$ cat src/rtl/apb_cmd_master_if.sv
// Command/response port and APB3 bus of apb_cmd_master, bundled for connection.
// The master modport is the initiator's view; slave is the sequencer/peripheral side.
interface apb_cmd_master_if #(
  parameter int unsigned ADDR_WIDTH = 32,
  parameter int unsigned DATA_WIDTH = 32
);
  logic                  CMD_VALID;
  logic                  CMD_READY;
  logic                  CMD_WRITE;
  logic [ADDR_WIDTH-1:0] CMD_ADDR;
  logic [DATA_WIDTH-1:0] CMD_WDATA;

  logic                  RSP_VALID;
  logic                  RSP_READY;
  logic [DATA_WIDTH-1:0] RSP_RDATA;
  logic                  RSP_ERR;
  logic                  RSP_TIMEOUT;
  logic                  BUSY;

  logic                  PSEL;
  logic                  PENABLE;
  logic                  PWRITE;
  logic [ADDR_WIDTH-1:0] PADDR;
  logic [DATA_WIDTH-1:0] PWDATA;
  logic [DATA_WIDTH-1:0] PRDATA;
  logic                  PREADY;
  logic                  PSLVERR;

  modport master (
    input  CMD_VALID, CMD_WRITE, CMD_ADDR, CMD_WDATA, RSP_READY, PRDATA, PREADY, PSLVERR,
    output CMD_READY, RSP_VALID, RSP_RDATA, RSP_ERR, RSP_TIMEOUT, BUSY,
    output PSEL, PENABLE, PWRITE, PADDR, PWDATA
  );

  modport slave (
    output CMD_VALID, CMD_WRITE, CMD_ADDR, CMD_WDATA, RSP_READY, PRDATA, PREADY, PSLVERR,
    input  CMD_READY, RSP_VALID, RSP_RDATA, RSP_ERR, RSP_TIMEOUT, BUSY,
    input  PSEL, PENABLE, PWRITE, PADDR, PWDATA
  );
endinterface

$ cat src/rtl/apb_cmd_master.sv
// Single-outstanding APB3 initiator: one valid/ready command becomes one SETUP/ACCESS
// transfer whose result is held on the response port until accepted.
module apb_cmd_master #(
  parameter int unsigned ADDR_WIDTH = 32,
  parameter int unsigned DATA_WIDTH = 32,
  parameter int unsigned TIMEOUT    = 256
) (
  input logic                PCLK,
  input logic                PRESET,
  apb_cmd_master_if.master   bus
);

  localparam int unsigned CntW = (TIMEOUT == 0) ? 1 : $clog2(TIMEOUT + 1);
  localparam logic [CntW-1:0] CntLast = (TIMEOUT == 0) ? '0 : CntW'(TIMEOUT - 1);
  localparam logic [CntW-1:0] CntMax  = '1;

  typedef enum logic [1:0] {StIdle, StSetup, StAccess, StResp} state_t;

  state_t                state_q;
  logic [CntW-1:0]       cnt_q;
  logic                  psel_q;
  logic                  penable_q;
  logic                  pwrite_q;
  logic [ADDR_WIDTH-1:0] paddr_q;
  logic [DATA_WIDTH-1:0] pwdata_q;
  logic                  rsp_valid_q;
  logic [DATA_WIDTH-1:0] rsp_rdata_q;
  logic                  rsp_err_q;
  logic                  rsp_timeout_q;

  always_ff @(posedge PCLK or posedge PRESET) begin
    if (PRESET) begin
      state_q       <= StIdle;
      cnt_q         <= '0;
      psel_q        <= 1'b0;
      penable_q     <= 1'b0;
      pwrite_q      <= 1'b0;
      paddr_q       <= '0;
      pwdata_q      <= '0;
      rsp_valid_q   <= 1'b0;
      rsp_rdata_q   <= '0;
      rsp_err_q     <= 1'b0;
      rsp_timeout_q <= 1'b0;
    end else begin
      unique case (state_q)
        StIdle: begin
          if (bus.CMD_VALID) begin
            paddr_q  <= bus.CMD_ADDR;
            pwrite_q <= bus.CMD_WRITE;
            if (bus.CMD_WRITE) begin
              pwdata_q <= bus.CMD_WDATA;
            end
            psel_q  <= 1'b1;
            state_q <= StSetup;
          end
        end
        StSetup: begin
          penable_q <= 1'b1;
          cnt_q     <= '0;
          state_q   <= StAccess;
        end
        StAccess: begin
          // Completion wins over an expiring timeout in the same cycle.
          if (bus.PREADY) begin
            psel_q        <= 1'b0;
            penable_q     <= 1'b0;
            rsp_valid_q   <= 1'b1;
            rsp_rdata_q   <= pwrite_q ? '0 : bus.PRDATA;
            rsp_err_q     <= bus.PSLVERR;
            rsp_timeout_q <= 1'b0;
            state_q       <= StResp;
          end else if ((TIMEOUT != 0) && (cnt_q == CntLast)) begin
            psel_q        <= 1'b0;
            penable_q     <= 1'b0;
            rsp_valid_q   <= 1'b1;
            rsp_rdata_q   <= '0;
            rsp_err_q     <= 1'b1;
            rsp_timeout_q <= 1'b1;
            state_q       <= StResp;
          end else if (cnt_q != CntMax) begin
            cnt_q <= cnt_q + 1'b1;
          end
        end
        StResp: begin
          if (bus.RSP_READY) begin
            rsp_valid_q <= 1'b0;
            state_q     <= StIdle;
          end
        end
      endcase
    end
  end

  assign bus.CMD_READY   = (state_q == StIdle);
  assign bus.BUSY        = (state_q != StIdle);
  assign bus.PSEL        = psel_q;
  assign bus.PENABLE     = penable_q;
  assign bus.PWRITE      = pwrite_q;
  assign bus.PADDR       = paddr_q;
  assign bus.PWDATA      = pwdata_q;
  assign bus.RSP_VALID   = rsp_valid_q;
  assign bus.RSP_RDATA   = rsp_rdata_q;
  assign bus.RSP_ERR     = rsp_err_q;
  assign bus.RSP_TIMEOUT = rsp_timeout_q;

endmodule
$ cat src/flat_wrapper.sv
// flat-port wrapper written by rule: the top's interface ports become plain ports
module apb_cmd_master_flat 
#(
  parameter int unsigned ADDR_WIDTH = 32,
  parameter int unsigned DATA_WIDTH = 32,
  parameter int unsigned TIMEOUT    = 256
)
  (PCLK, PRESET, bus_CMD_VALID, bus_CMD_WRITE, bus_CMD_ADDR, bus_CMD_WDATA, bus_RSP_READY, bus_PRDATA, bus_PREADY, bus_PSLVERR, bus_CMD_READY, bus_RSP_VALID, bus_RSP_RDATA, bus_RSP_ERR, bus_RSP_TIMEOUT, bus_BUSY, bus_PSEL, bus_PENABLE, bus_PWRITE, bus_PADDR, bus_PWDATA);
  apb_cmd_master_if #(.ADDR_WIDTH(ADDR_WIDTH), .DATA_WIDTH(DATA_WIDTH)) bus_i ();
  input logic PCLK;
  input logic PRESET;
  input wire logic [$bits(bus_i.CMD_VALID)-1:0] bus_CMD_VALID;
  input wire logic [$bits(bus_i.CMD_WRITE)-1:0] bus_CMD_WRITE;
  input wire logic [$bits(bus_i.CMD_ADDR)-1:0] bus_CMD_ADDR;
  input wire logic [$bits(bus_i.CMD_WDATA)-1:0] bus_CMD_WDATA;
  input wire logic [$bits(bus_i.RSP_READY)-1:0] bus_RSP_READY;
  input wire logic [$bits(bus_i.PRDATA)-1:0] bus_PRDATA;
  input wire logic [$bits(bus_i.PREADY)-1:0] bus_PREADY;
  input wire logic [$bits(bus_i.PSLVERR)-1:0] bus_PSLVERR;
  output wire logic [$bits(bus_i.CMD_READY)-1:0] bus_CMD_READY;
  output wire logic [$bits(bus_i.RSP_VALID)-1:0] bus_RSP_VALID;
  output wire logic [$bits(bus_i.RSP_RDATA)-1:0] bus_RSP_RDATA;
  output wire logic [$bits(bus_i.RSP_ERR)-1:0] bus_RSP_ERR;
  output wire logic [$bits(bus_i.RSP_TIMEOUT)-1:0] bus_RSP_TIMEOUT;
  output wire logic [$bits(bus_i.BUSY)-1:0] bus_BUSY;
  output wire logic [$bits(bus_i.PSEL)-1:0] bus_PSEL;
  output wire logic [$bits(bus_i.PENABLE)-1:0] bus_PENABLE;
  output wire logic [$bits(bus_i.PWRITE)-1:0] bus_PWRITE;
  output wire logic [$bits(bus_i.PADDR)-1:0] bus_PADDR;
  output wire logic [$bits(bus_i.PWDATA)-1:0] bus_PWDATA;
  assign bus_i.CMD_VALID = bus_CMD_VALID;
  assign bus_i.CMD_WRITE = bus_CMD_WRITE;
  assign bus_i.CMD_ADDR = bus_CMD_ADDR;
  assign bus_i.CMD_WDATA = bus_CMD_WDATA;
  assign bus_i.RSP_READY = bus_RSP_READY;
  assign bus_i.PRDATA = bus_PRDATA;
  assign bus_i.PREADY = bus_PREADY;
  assign bus_i.PSLVERR = bus_PSLVERR;
  assign bus_CMD_READY = bus_i.CMD_READY;
  assign bus_RSP_VALID = bus_i.RSP_VALID;
  assign bus_RSP_RDATA = bus_i.RSP_RDATA;
  assign bus_RSP_ERR = bus_i.RSP_ERR;
  assign bus_RSP_TIMEOUT = bus_i.RSP_TIMEOUT;
  assign bus_BUSY = bus_i.BUSY;
  assign bus_PSEL = bus_i.PSEL;
  assign bus_PENABLE = bus_i.PENABLE;
  assign bus_PWRITE = bus_i.PWRITE;
  assign bus_PADDR = bus_i.PADDR;
  assign bus_PWDATA = bus_i.PWDATA;
  apb_cmd_master #(.ADDR_WIDTH(ADDR_WIDTH), .DATA_WIDTH(DATA_WIDTH), .TIMEOUT(TIMEOUT)) u_core (.PCLK(PCLK), .PRESET(PRESET), .bus(bus_i));
endmodule
$ cat config.mk
export PLATFORM = sky130hd
export DESIGN_NAME = apb_cmd_master_flat
export DESIGN_NICKNAME = d
export VERILOG_FILES = /design/src/rtl/apb_cmd_master_if.sv /design/src/rtl/apb_cmd_master.sv /design/src/flat_wrapper.sv
export SDC_FILE = /design/constraint.sdc
export NUM_CORES = 1
export LEC_CHECK = 0
export BUFFER_PORTS_ARGS = -buffer_cell sky130_fd_sc_hd__buf_2
export CORE_ASPECT_RATIO = 0.7
export CORE_MARGIN = 2
export CORE_UTILIZATION = 42
export DETAILED_ROUTE_END_ITERATION = 8
export GPL_ROUTABILITY_DRIVEN = 0
export PLACE_DENSITY = 0.86
export RECOVER_POWER = 25
export SLEW_MARGIN = 30
export SYNTH_ARGS = -nofsm -noshare
export SYNTH_HDL_FRONTEND = slang
export SYNTH_SLANG_ARGS = --single-unit
$ cat constraint.sdc
create_clock -name PCLK -period 4.4 [get_ports PCLK]
set_input_delay 1.32 -clock PCLK [delete_from_list [all_inputs] [get_ports PCLK]]
set_output_delay 1.32 -clock PCLK [all_outputs]
set_load 0.1 [all_outputs]
# Word level (Yosys, flattened, before mapping)
# Cells that the tools add are included.
word_totals:
  out_inout_bits: 104
  inputBits: 103
  wordCells: 60
  ff_bits: 113
classes:
  n_eq_ne: 11
  n_reduce_logical: 14
  addsub: 1
  n_mux: 23
op_table:
  columns: ["cell", "count"]
  rows:
  - ["$mux 32", 3]
  - ["$mux 9", 3]
  - ["$pmux 9 s2", 1]
  - ["$reduce_and 3->1", 4]
  - ["$reduce_bool 2->1", 5]
  - ["$add 9x1->9 const B", 1]
  - ["$eq 9x8->1 const B", 1]
  - ["$ne 9x9->1 const B", 1]
  - ["$mux 1", 8]
  - ["$mux 2", 4]
  - ["$ne 2x2->1 const B", 4]
  - ["$pmux 2 s4", 1]
  - ["$pmux 1 s2", 3]
  - ["$reduce_and 2->1", 3]
  - ["$eq 2x2->1 const B", 2]
  - ["$reduce_and 4->1", 1]
  - ["$ne 3x2->1 const B", 1]
  - ["$eq 2x1->1 const B", 1]
  - ["$logic_not 2->1", 1]
  - ["$ne 2x1->1 const B", 1]

# Depth between registers and ports, before layout
# Gate-level depths: netlist of the first run.
logic_depth:
  word_depth: 5
  mapped_depth: 9
  ltp_nobuf: 7

# Worst setup path after synthesis of the first run
# OpenSTA, ideal clock, no wires.
synth_timing:
  path_kind: "register to output"
  startpoint: "register u_core.state_q[0]"
  endpoint: "output bus_BUSY"
  arrival_time_ns: 2.067
  path_slack_ns: 1.013
  required_time_ns: 3.080
  n_path_buf: 0
  stages_incl_launch_ff: 4
  cell_sequence: "dfrtp_1 > inv_1 > ha_1 > inv_1"
synth_between:
  elab_chain_len: 1
synth_rtl:
  columns: ["item", "line", "text"]
  rows:
  - ["from (decl)", "apb_cmd_master.sv:19", "state_t state_q;"]
  - ["from (signal assigned)", "apb_cmd_master.sv:33", "state_q <= StIdle;"]
  - ["from (signal assigned)", "apb_cmd_master.sv:54", "state_q <= StSetup;"]
  - ["from (signal assigned)", "apb_cmd_master.sv:60", "state_q <= StAccess;"]
  - ["$reduce_bool 2->1", "apb_cmd_master.sv:95", "assign bus.BUSY = (state_q != StIdle);"]
  - ["to (decl)", "flat_wrapper.sv:25", "output wire logic [$bits(bus_i.BUSY)-1:0] bus_BUSY;"]
# No other way between the ends.

==> results.md, run 1 <==
- Mapped Cells: 302
- Slew Viols, Final: 47
- Worst-Skew Late Latency: 0.40 ns
- CP Data Required Time: 4.82 ns
- Syn nets: 413
- TritonCTS clock tree: built
- RSZ-0062 raised after global routing: no
- Worst path bufs/invs: 3
- Via-per-instance ratio: 4.90
- Largest net degree at the start of global routing: 47
- Reg clk slew, reported paths: 0.05 ns
- Max Fclk: 0.332 GHz
- DPL Wire Length: 7.57 mm
- Die W: 126 um
- Endpoints failing setup: 0
- Met3 Use GR: 5.45%
- Residual DRC: 0
- Placed Cells: 629
- Rel. slew slack: -37.8%
- IO Count: 207
- Synth area leaders: dfrtp_1, mux2_2, a22o_1
- Max Cap Viol: 1
- DR iter-0 viols: 145
- Die Y: 89.3 um
- M1 GR Usage: 22.6%
- Layout cell share with drive strength beyond 1: 58.2%
- Fin cells: 661
- Yosys top cell area share: 64.8%
- Status: finished, violations left
- First-pass GRT wire length: 15.7 mm
- Primary FF master, synth: dfrtp_1
- Vias: 3236
- Buffers on Ports: 206
- Final worst path period share: 68.4%
- Mapped Area: 0.00436 mm^2
- Yosys warnings: 0
- Grt ovf: 0
- Final core occ: 60.7%
- Met2 Track Usage GR: 29.8%
- Fin. Hold Viols: 0
- Postcts setup bufs: 0
- Worst path slowest cell: clkinvlp_2
- Cts hold-fix bufs: 0
- Final ANT Viol Nets: 0
- Mean Syn Cell Area: 14.4 um^2
- Total GRT Usage: 18.1%
- Critical Path AT: 3.43 ns
- GR peak layer: met2
- Synth cell count leaders: dfrtp_1, mux2_2, a22o_1
- Clock sink count: 113
- Core Area: 0.0102 mm^2
- ANT cells: 0
- Final WL: 10.4 mm
- Placed Area: 0.00555 mm^2
- Min-delay worst type: register to register
- Deepest clock path buffer count: 2
- Max stage delay on crit path: 1.14 ns
- Clock Skew: 0.0119 ns
- Rows: 31
- Area leader, netlist: dfrtp_1
- Final Net Count: 627
- TNS Setup: 0 ns
- Worst path top cell family by delay: buffers and inverters
- H-tree lvl count: 4
- Routed wire length per instance: 15.8 um
- TritonCTS Buffers: 17
- Crit. End Element: asynchronous set/reset pin
- Register area share after synthesis: 64.8%
- Tmin final: 3.01 ns
- Synth-to-Final Area Change: 42.5%
- Kind of critical path: primary input to asynchronous set/reset pin
- Failing checks: max-capacitance violations, max-slew violations
- Yosys reg bits: 113
- Fin area: 0.00622 mm^2
- Die area: 0.0112 mm^2
- Post-cts repair resize count: 0
- Drt first pass iters: 4
- Most numerous cell in the Yosys netlist: dfrtp_1
- CP cell instances: buf_2, clkinvlp_2, clkbuf_2
- Fraction of registers with async set/reset: 100%
- Clk root buf: clkbuf_16
- Critical-path maximum fanout: 46
- Initial Utilization: 42.6%
- Antenna violations before repair: 0
- Netlist cell types: 26
- Crit start category: primary input
- Worst-Margin Slew: 2.06 ns
- Post-synth EDFFs: 0
- Vias in the first global route: 3195
cells in the final DEF (no fill, tap or decap):
cell type     n
clkinv_4      1
ha_1          8
o31ai_1       2
inv_6         1
clkbuf_1      1
mux2_2       64
a211oi_1      1
o41ai_1       2
bufinv_16     5
clkbuf_16    17
clkinvlp_4    4
a21oi_1       8
o21ai_0      10
a22o_1       32
clkbuf_2      1
o311ai_0      3
or4b_1        1
clkinvlp_2    1
nand2b_1      1
or3_1         2
nor2_4        1
nor2_1        3
nand3_1       7
buf_4         3
or4_1         2
o32a_1        1
dfrtp_1     113
nor2b_1       3
clkinv_2      1
inv_1         9
mux2i_1       1
buf_2       205
nand2_1      10
o21ai_4       1
clkbuf_8      3
nand4_1       1
final timing paths:
check                                               startpoint                               end  slack (ns)  depth (start not counted)
worst min-delay path            u_core.bus.PENABLE$_DFFE_PP0P_    u_core.bus.PENABLE$_DFFE_PP0P_        0.49                          2
max in group PCLK                u_core.state_q[1]$_DFFE_PP0P_                     bus_CMD_READY        1.42                          3
worst min register to register  u_core.bus.PENABLE$_DFFE_PP0P_    u_core.bus.PENABLE$_DFFE_PP0P_        0.49                          2
min in group asynchronous                               PRESET  u_core.bus.PADDR[11]$_DFFE_PP0P_        1.44                          2
worst max register to register     u_core.cnt_q[0]$_DFFE_PP0P_       u_core.cnt_q[5]$_DFFE_PP0P_        1.78                          7
worst max-delay path                                    PRESET     u_core.state_q[0]$_DFFE_PP0P_        1.39                          3
cell type report:
type	count	area (um^2)
inverters	10	38.8
fillers	797	4020
repair buffers	210	1060
clock inverters	12	203
clock buffers	20	467
flip-flops and latches	113	2830
multi-input cells	164	1460
well taps	132	165
cells by family after synthesis:
| logic type | synth area share (%) |
|---|---|
| adder cells (fa/ha/maj) | 2.29 |
| multiplexers | 16.8 |
| AND/OR/NAND/NOR | 3.59 |
| AO/OA/AOI/OAI | 10.4 |
| buffers and inverters | 2.18 |
| flip-flops | 64.8 |
sequential cells by signal, indices dropped and copies added, names as in the netlist:
register / count
u_core.bus.PWDATA: 32
u_core.bus.PSEL: 1
u_core.cnt_q: 9
u_core.bus.PWRITE: 1
u_core.bus.RSP_TIMEOUT: 1
u_core.bus.RSP_ERR: 1
u_core.bus.RSP_RDATA: 32
u_core.bus.PENABLE: 1
u_core.bus.PADDR: 32
u_core.state_q: 2
u_core.bus.RSP_VALID: 1
through the flow:
step | setup WS [ns] | hold WS, ns
final | 1.39 | 0.487
after global routing | 0.959 | 0.509
after CTS | 1.38 | 0.497
after detailed placement | 1.30 | 0.485
after global placement | 1.40 | 0.465
after floorplan | 0.0926 | 0.448
tightest hold or removal path, stage by stage, from the launching register on:
cell and delay [ns]:
dfrtp_1 0.34, nand2_1 0.05, o21ai_0 0.06
layer usage:
metal	part of all wire, %	vias up
met5	0	-
met1	42	1552
li1	-	1520
met3	7.5	14
met2	49	150
met4	1.2	0
Power of run 1 is not shown: default switching activity piles up to over one toggle a cycle in this logic, so the estimate is an artifact.
==> inputs of run 2 (changes only) <==
--- a/config.mk
+++ b/config.mk
@@ -8,10 +8,10 @@
 export BUFFER_PORTS_ARGS = -buffer_cell sky130_fd_sc_hd__buf_2
 export CORE_ASPECT_RATIO = 0.7
 export CORE_MARGIN = 2
-export CORE_UTILIZATION = 42
+export CORE_UTILIZATION = 46
 export DETAILED_ROUTE_END_ITERATION = 8
 export GPL_ROUTABILITY_DRIVEN = 0
-export PLACE_DENSITY = 0.86
+export PLACE_DENSITY = 0.89
 export RECOVER_POWER = 25
 export SLEW_MARGIN = 30
 export SYNTH_ARGS = -nofsm -noshare
==> constraint.sdc (replaced) <==
create_clock -name PCLK -period 2.97 [get_ports PCLK]
set_input_delay 0.891 -clock PCLK [delete_from_list [all_inputs] [get_ports PCLK]]
set_output_delay 0.891 -clock PCLK [all_outputs]
set_load 0.1 [all_outputs]
==> run 2 against run 1 <==
Effect of this change:
- the run still ends with max-capacitance violations, max-slew violations left
- global-route usage increased by 4.2 points
- core utilization increased by 8.1 points
- design area increased by 1.1%
- register-to-register slack got worse by 1.3 ns
- count of clock-buffer cells in the layout increased by 1
- flip-flop and latch count unchanged
- wire length increased by 5.4%
- first-iteration DRC count increased by 23%
- clock skew decreased by 0.0066 ns
- non-clock buffer count increased by 4
- critical path type is now register to primary output
- highest routed layer unchanged
==> results.md, run 2 (synthesis gave the netlist of run 1 again) <==
- Status: finished, violations left (unchanged)
- Failing checks: max-capacitance violations, max-slew violations (unchanged)
- First-pass GRT wire length: 17.5 mm (was 15.7 mm)
- Final WL: 11.0 mm (was 10.4 mm)
- Post-cts repair resize count: 0 (unchanged)
- Critical Path AT: 1.67 ns (was 3.43 ns)
- Routed wire length per instance: 16.8 um (was 15.8 um)
- Fill cell count: 654 (was 797)
- Clock Skew: 0.00527 ns (was 0.0119 ns)
- Max Fclk: 0.390 GHz
- Grt ovf: 0 (unchanged)
- Rows: 29 (was 31)
- Slew Viols, Final: 67 (was 47)
- Largest net degree at the start of global routing: 40 (was 47)
- H-tree lvl count: 4 (unchanged)
- Synth-to-Final Area Change: 44.1% (was 42.5%)
- ANT cells: 0 (unchanged)
- Antenna violations before repair: 0 (unchanged)
- TritonCTS Buffers: 17 (unchanged)
- CP Data Required Time: 2.08 ns (was 4.82 ns)
- Max stage delay on crit path: 0.48 ns (was 1.14 ns)
- Via-per-instance ratio: 5.05 (was 4.90)
- Die W: 120 um (was 126 um)
- Total GRT Usage: 22.3% (was 18.1%)
- Critical-path maximum fanout: 7 (was 46)
- Postcts setup bufs: 0 (unchanged)
- Reg clk slew, reported paths: 0.05 ns (about the same)
- Endpoints failing setup: 0 (unchanged)
- Final Net Count: 631 (was 627)
- IO Count: 207 (unchanged)
- Layout cell share with drive strength beyond 1: 57.9% (was 58.2%)
- DR iter-0 viols: 179 (was 145)
- Clk root buf: clkbuf_16 (unchanged)
- Fin. Hold Viols: 0 (unchanged)
- Worst path bufs/invs: 2 (was 3)
- Vias: 3312 (was 3236)
- DPL Wire Length: 7.95 mm (was 7.57 mm)
- Initial Utilization: 47.7% (was 42.6%)
- Core Area: 0.00914 mm^2 (was 0.0102 mm^2)
- Worst path slowest cell: buf_2 (was clkinvlp_2)
- Most frequent cells in the layout: buf_2, dfrtp_1, mux2_2, a22o_1, clkbuf_16 (unchanged)
- Final ANT Viol Nets: 0 (unchanged)
- Die Y: 85.5 um (was 89.3 um)
- Rel. slew slack: -8.94% (was -37.8%)
- TNS Setup: 0 ns (unchanged)
- Commonest non-fill, non-tap cell in the layout: buf_2 (unchanged)
- Max Cap Viol: 2 (was 1)
- TritonCTS clock tree: built (unchanged)
- Crit. End Element: primary output (was asynchronous set/reset pin)
- Kind of critical path: register to primary output (was primary input to asynchronous set/reset pin)
- Clock sink count: 113 (unchanged)
- Tmin final: 2.57 ns
- Buffers on Ports: 206 (unchanged)
- Final worst path period share: 86.4%
- Vias in the first global route: 3480 (was 3195)
- Worst-Skew Late Latency: 0.40 ns (about the same)
- Drt first pass iters: 4 (unchanged)
- Cts hold-fix bufs: 0 (unchanged)
- Die area: 0.0103 mm^2 (was 0.0112 mm^2)
- Worst path top cell family by delay: buffers and inverters (unchanged)
- Residual DRC: 0 (unchanged)
- Crit start category: register (was primary input)
- Min-delay worst type: primary input to asynchronous set/reset pin (was register to register)
- Deepest clock path buffer count: 2 (unchanged)
- CP cell instances: inv_1, ha_1, buf_2 (was buf_2, clkinvlp_2, clkbuf_2)
- Worst-Margin Slew: 1.63 ns (was 2.06 ns)
- RSZ-0062 raised after global routing: no (unchanged)
==> run 2: area by class of cell <==
cell class	instances	area (um^2)	share of cell area, %
clock buffer	21	460	7.32
multi-input combinational	164	1450	23.0
inverter	10	38.8	0.617
sequential	113	2830	45.0
tap	124	155	2.47
clock inverter	10	230	3.66
timing repair buffer	214	1130	18.0
==> run 2: routing by layer <==
layer	wire length, um	global-route usage, %
met5	0	0
met2	5630	38.5
met4	121	7.29
met1	4400	26.1
met3	855	8.06
==> run 2: per-stage QoR <==
stage	utilization, %	area, um^2	hold slack [ns]	instances	worst slack (ns)
6_report	68.8	6290	0.471	656	0.404
5_1_grt	68.8	6290	0.495	656	0.182
4_1_cts	68.8	6290	0.482	655	0.375
3_5_place_dp	61.3	5600	0.476	624	0.465
3_3_place_gp	61.3	5600	0.468	624	0.512
2_1_floorplan	-	4370	0.448	302	0.0124
==> run 2: final timing paths <==
| path | from | endpoint | slack [ns] | cells past startpoint |
|---|---|---|---|---|
| worst max-delay path | u_core.state_q[1]$_DFFE_PP0P_ | bus_CMD_READY | 0.40 | 3 |
| min in group PCLK | u_core.bus.PENABLE$_DFFE_PP0P_ | u_core.bus.PENABLE$_DFFE_PP0P_ | 0.48 | 2 |
| worst min register to register | u_core.bus.PENABLE$_DFFE_PP0P_ | u_core.bus.PENABLE$_DFFE_PP0P_ | 0.48 | 2 |
| max in group asynchronous | PRESET | u_core.bus.PADDR[19]$_DFFE_PP0P_ | 0.62 | 3 |
| worst min-delay path | PRESET | u_core.bus.PWDATA[10]$_DFFE_PP0P_ | 0.47 | 2 |
| worst max register to register | u_core.cnt_q[0]$_DFFE_PP0P_ | u_core.cnt_q[5]$_DFFE_PP0P_ | 0.49 | 7 |
Power of run 2 is left out for the same reason.
